==> config.mk <==
export PLATFORM = sky130hd
export DESIGN_NAME = logic_op_identifier
export DESIGN_NICKNAME = d
export VERILOG_FILES = /design/src/rtl/logic_op_identifier.sv
export SDC_FILE = /design/constraint.sdc
export NUM_CORES = 1
export LEC_CHECK = 0
export CAP_MARGIN = 5
export CELL_PAD_IN_SITES_DETAIL_PLACEMENT = 1
export CELL_PAD_IN_SITES_GLOBAL_PLACEMENT = 1
export CORE_UTILIZATION = 35
export DETAILED_ROUTE_END_ITERATION = 10
export GPL_TIMING_DRIVEN = 0
export HOLD_SLACK_MARGIN = 0.05
export PLACE_DENSITY_LB_ADDON = 0.1
export RECOVER_POWER = 100
export SKIP_LAST_GASP = 1
export SYNTH_ARGS = -nofsm -noshare
export SYNTH_HDL_FRONTEND = slang
export SYNTH_SLANG_ARGS = --single-unit
export TNS_END_PERCENT = 5
==> constraint.sdc <==
create_clock -name clk -period 2.44 [get_ports clk]
set_input_delay 0.61 -clock clk [delete_from_list [all_inputs] [get_ports clk]]
set_output_delay 0.61 -clock clk [all_outputs]
set_load 0.005 [all_outputs]
==> src/rtl/logic_op_identifier.sv <==
// logic_op_identifier: observes (a, b, y) samples of an unknown 2-input gate
// and identifies it as AND, OR, XOR or constant-0.
// Build option: define LOGIC_OP_ID_EARLY_EXIT_EN to end collection as soon as
// two samples for the same input pair disagree.
module logic_op_identifier #(
  parameter int MAX_SAMPLES = 16
) (
  input  logic       clk,
  input  logic       rst,
  input  logic       start,
  input  logic       in_valid,
  input  logic       a,
  input  logic       b,
  input  logic       y,
  output logic       in_ready,
  output logic       busy,
  output logic       done,
  output logic [1:0] mode,
  output logic       unknown
);

  typedef enum logic [1:0] {S_IDLE, S_COLLECT, S_REPORT} state_t;

  localparam logic [7:0] MAX_CNT = 8'(MAX_SAMPLES);

  state_t     r_state, w_state_nxt;
  logic [3:0] r_seen, r_table;
  logic [7:0] r_cnt;
  logic       r_conf;
  logic [1:0] r_mode;
  logic       r_unknown;

  logic       w_xfer, w_start_ok, w_finish, w_hit_conf;
  logic [1:0] w_idx;
  logic [3:0] w_seen_nxt, w_table_nxt;
  logic [7:0] w_cnt_nxt;
  logic       w_conf_nxt;
  logic [1:0] w_mode;
  logic       w_unknown;

  assign w_idx      = {a, b};
  assign w_xfer     = in_valid && (r_state == S_COLLECT);
  assign w_start_ok = start && (r_state != S_COLLECT);

  // Fold the current transfer into the collected tables; the verdict is
  // decoded from these so the final sample counts on the REPORT-entry edge.
  always_comb begin
    w_seen_nxt  = r_seen;
    w_table_nxt = r_table;
    w_cnt_nxt   = r_cnt;
    w_hit_conf  = 1'b0;
    if (w_xfer) begin
      w_seen_nxt[w_idx] = 1'b1;
      w_cnt_nxt         = r_cnt + 8'd1;
      // First observation wins; later disagreement only raises the conflict.
      if (!r_seen[w_idx]) w_table_nxt[w_idx] = y;
      else                w_hit_conf         = (r_table[w_idx] != y);
    end
    w_conf_nxt = r_conf || w_hit_conf;
  end

  // Collection ends on full coverage, sample limit, or (optionally) conflict.
  always_comb begin
`ifdef LOGIC_OP_ID_EARLY_EXIT_EN
    w_finish = w_xfer && ((w_seen_nxt == 4'b1111) || (w_cnt_nxt == MAX_CNT) || w_conf_nxt);
`else
    w_finish = w_xfer && ((w_seen_nxt == 4'b1111) || (w_cnt_nxt == MAX_CNT));
`endif
  end

  // Verdict decode; table bit idx = {a,b}, so bit 3 is ab=11.
  always_comb begin
    w_mode    = 2'd3;
    w_unknown = 1'b1;
    if (!w_conf_nxt && (w_seen_nxt == 4'b1111)) begin
      unique case (w_table_nxt)
        4'b1000: begin w_mode = 2'd0; w_unknown = 1'b0; end
        4'b1110: begin w_mode = 2'd1; w_unknown = 1'b0; end
        4'b0110: begin w_mode = 2'd2; w_unknown = 1'b0; end
        4'b0000: begin w_mode = 2'd3; w_unknown = 1'b0; end
        default: begin w_mode = 2'd3; w_unknown = 1'b1; end
      endcase
    end
  end

  // State register.
  always_ff @(posedge clk) begin
    if (rst) r_state <= S_IDLE;
    else     r_state <= w_state_nxt;
  end

  // Next-state logic; start is ignored while collecting.
  always_comb begin
    w_state_nxt = r_state;
    unique case (r_state)
      S_IDLE:    if (start) w_state_nxt = S_COLLECT;
      S_COLLECT: if (w_finish) w_state_nxt = S_REPORT;
      S_REPORT:  w_state_nxt = start ? S_COLLECT : S_IDLE;
      default:   w_state_nxt = S_IDLE;
    endcase
  end

  // Outputs decoded from state; REPORT lasts one cycle so done is a pulse.
  always_comb begin
    in_ready = (r_state == S_COLLECT);
    busy     = (r_state == S_COLLECT);
    done     = (r_state == S_REPORT);
    mode     = r_mode;
    unknown  = r_unknown;
  end

  // Collection datapath and verdict registers.
  always_ff @(posedge clk) begin
    if (rst) begin
      r_seen    <= 4'd0;
      r_table   <= 4'd0;
      r_cnt     <= 8'd0;
      r_conf    <= 1'b0;
      r_mode    <= 2'd3;
      r_unknown <= 1'b1;
    end else if (w_start_ok) begin
      r_seen    <= 4'd0;
      r_table   <= 4'd0;
      r_cnt     <= 8'd0;
      r_conf    <= 1'b0;
      r_mode    <= 2'd3;
      r_unknown <= 1'b1;
    end else if (r_state == S_COLLECT) begin
      r_seen  <= w_seen_nxt;
      r_table <= w_table_nxt;
      r_cnt   <= w_cnt_nxt;
      r_conf  <= w_conf_nxt;
      if (w_finish) begin
        r_mode    <= w_mode;
        r_unknown <= w_unknown;
      end
    end
  end

endmodule
==> results.cfg <==
[status]
run_status = completed

[critical_path]
critPathTopFamily = buffers and inverters
endpoint_kind = flop
startpoint_type = input port
path_class = in2reg
cp.depth = 6
crit_chain = clkdlybuf4s50_1 > buf_2 > mux4_2 > a31oi_2 > nand3_1 > o41a_1
cp_num_buf_inv = 2
crit_arrival_ns = 2.56
cp_slowest_cell = mux4_2
critical_path_required_ns = 2.66
reg2reg_depth = 5
cp_max_fo = 10
slowest_delay_ns = 0.55

[synth]
synth.mux.area_fraction_pct = 10.2
syn_nets = 131
synth_compound_area_share_pct = 11.3
syn_avg_cell_area_um2 = 9.16
synthXorXnorAreaFrac_pct = 7.00
synth-edff-count = 0
synthAdderAreaFrac_pct = 1.11
synthDistinctLibCells = 39
synth_commonest_cells = nor2_1 (28), dfxtp_1 (22), mux2i_1 (7), nand2_1 (5), xor2_1 (5)
synthSimpleGateAreaFrac_pct = 27.2
syn_area_um2 = 1130
seq_area_frac_synth_pct = 39.1
synthCells = 123
synth_seq_cells = 22
synth_top_area_share_pct = 39.1
synth_ff_type = dfxtp_1
synth_area_leader_cell = dfxtp_1
netlist_top_cells_area = dfxtp_1 (39%), nor2_1 (9.3%), mux2i_1 (6.2%)
yosysMostFrequentCell = nor2_1
yosysWarnings = 0
synth_top_family_by_area = simple AND/OR/NAND/NOR gates
synthArstFlopShare_pct = 0

[clock_tree]
cts_tree = done
cts_max_level = 1
worstSkewPairLatency_ns = 0.32
clockBufferDepth = 2
clk_pin_slew_ns = 0.13
clock-sinks = 22
root_buffer = clkbuf_4
cts_buffers = 3
hold_buffers = 0

[routing]
final_antenna_net_count = 0
wl_met2_mm = 1.02
viasPerCell = 4.97
wl_met1_mm = 1.32
wirelength_mm = 2.47
detail_route.first_pass.iterations = 4
drc = 0
routed.top_layer = met4
drtIter0Drc = 45
vias = 925
post_drt_wl_per_cell_um = 13.3
route.met3.wl_um = 67

[hold_path]
min_path_type = reg2reg
whs_path_depth = 2

[sta]
worst_pin_slew_ns = 0.541
fin_skew_ns = 0.00568
hold_violations = 0
maxSlewHeadroom_pct = 63.9
holdWs_ns = 0.492
final_max_slew_viol_count = 0
period_needed_ns = 2.34
fmax_mhz = 427
rsz0062_at_grt = false
fin_crit_sh_pct = 96.0
setup_violations = 0

[grt]
grt_first_pass_wirelength_mm = 4.21
antenna_found_initial = 0
grt_usage_pct = 16.3
grt_max_degree = 13
gr-total-overflow = 0
grt_pass1_vias = 926

[placement]
port_buffers = 11
post-dp-hpwl_mm = 1.81
place_congestion = 0.750
postPlaceCellArea_um2 = 1290

[floorplan]
rows = 20
die_w_um = 58.7
io_pins = 13
fp.dieH_um = 58.7
coreArea_um2 = 3050
die_area_um2 = 3450
start_util_pct = 36.9

[power]
powerDensity_nw_per_um2 = 458
p_leak_nw = 0.512
peakVddDrop_uv = 203

[cells_and_area]
layout.nets = 151
fillCellCount = 372
drive_gt1_share_pct = 16.2
antenna_cells = 0
fin_area_um2 = 1400
areaGrowthSynthToFinish_pct = 24.1

[flow_run]
cap_viol_max_count = 0
==> tightest hold or removal path: stages (launching register included) <==
cell	delay (ns)
dfxtp_1	0.35
a31oi_2	0.05
nor2_1	0.07
==> sequential cells by signal (all words and copies together) (netlist names) <==
signal	flops
r_cnt	8
unknown	1
r_state	2
mode	2
r_conf	1
r_seen	4
r_table	4
==> stage by stage <==
stage | utilization, % | setup slack, ns | total power, mW | setup TNS, ns | cells
after floorplan | - | 0.235 | 0.412 | 0 | 123
after global placement | 42.3 | -0.453 | 0.438 | -1.68 | 178
after detailed placement | 42.3 | -0.464 | 0.439 | -1.74 | 178
after CTS | 44.3 | 0.00439 | 0.651 | 0 | 185
after global routing | 45.8 | 0.0401 | 0.671 | 0 | 186
final | 45.8 | 0.0975 | 0.640 | 0 | 186
==> timing repair <==
item / CTS / global route
setup buffers: 3 / 1
endpoints found under the setup margin: 3 / 3
pin swaps: 3 / 1
resized for setup: 1 / 6
==> routing by layer <==
| metal | vias to the layer above | global-route usage (%) |
|---|---|---|
| met5 | - | 0 |
| met4 | 0 | 7.14 |
| met3 | 5 | 1.98 |
| met2 | 14 | 25.0 |
| met1 | 439 | 22.9 |
| li1 | 467 | - |
==> cells by family (layout without fill, tap and decap cells) <==
logic type	count (synthesis)	in the layout
simple gates	58	58
fa+ha+maj	1	1
xor+xnor	9	9
flops	22	22
compound gates	15	15
buf+inv	9	28
mux	9	9
==> placed cells by master, fill, tap and decap left out, drive strengths merged, types with 2 or more instances in the layout <==
cell | synthesis | layout
dlygate4sd3 | 0 | 7
clkdlybuf4s50 | 0 | 3
clkbuf | 3 | 7
nor2 | 28 | 28
xor2 | 5 | 5
a31oi | 3 | 3
nand4b | 2 | 2
inv | 3 | 3
nor3 | 4 | 4
a21oi | 3 | 3
dfxtp | 22 | 22
nand2 | 5 | 5
nand2b | 3 | 3
mux2i | 7 | 7
a22oi | 2 | 2
mux4 | 2 | 2
buf | 3 | 7
xnor2 | 4 | 4
nor2b | 2 | 2
nand4 | 4 | 4
nand3b | 2 | 2
==> area by class of cell <==
class / instances / area (um^2) / area share (%)
inverters: 3 / 11.3 / 0.806
well taps: 44 / 55.1 / 3.94
multi-input cells: 92 / 677 / 48.4
clock buffers: 4 / 36.3 / 2.60
repair buffers: 15 / 143 / 10.2
plain buffers: 6 / 35.0 / 2.51
flip-flops and latches: 22 / 440 / 31.5
==> worst paths after layout <==
check	startpoint	to	slack, ns
setup / recovery	a	mode[0]	0.1
hold / removal	r_conf	r_conf	0.49
setup reg to reg	r_cnt[2]	mode[0]	0.40
hold reg to reg	r_conf	r_conf	0.49
==> power by group <==
group	total, mW	switching (mW)	internal, mW
Combinational	0.0625	0.0337	0.0287
Sequential	0.368	0.00482	0.363
Clock	0.209	0.118	0.0912
Power figures use the tool's default switching activity.
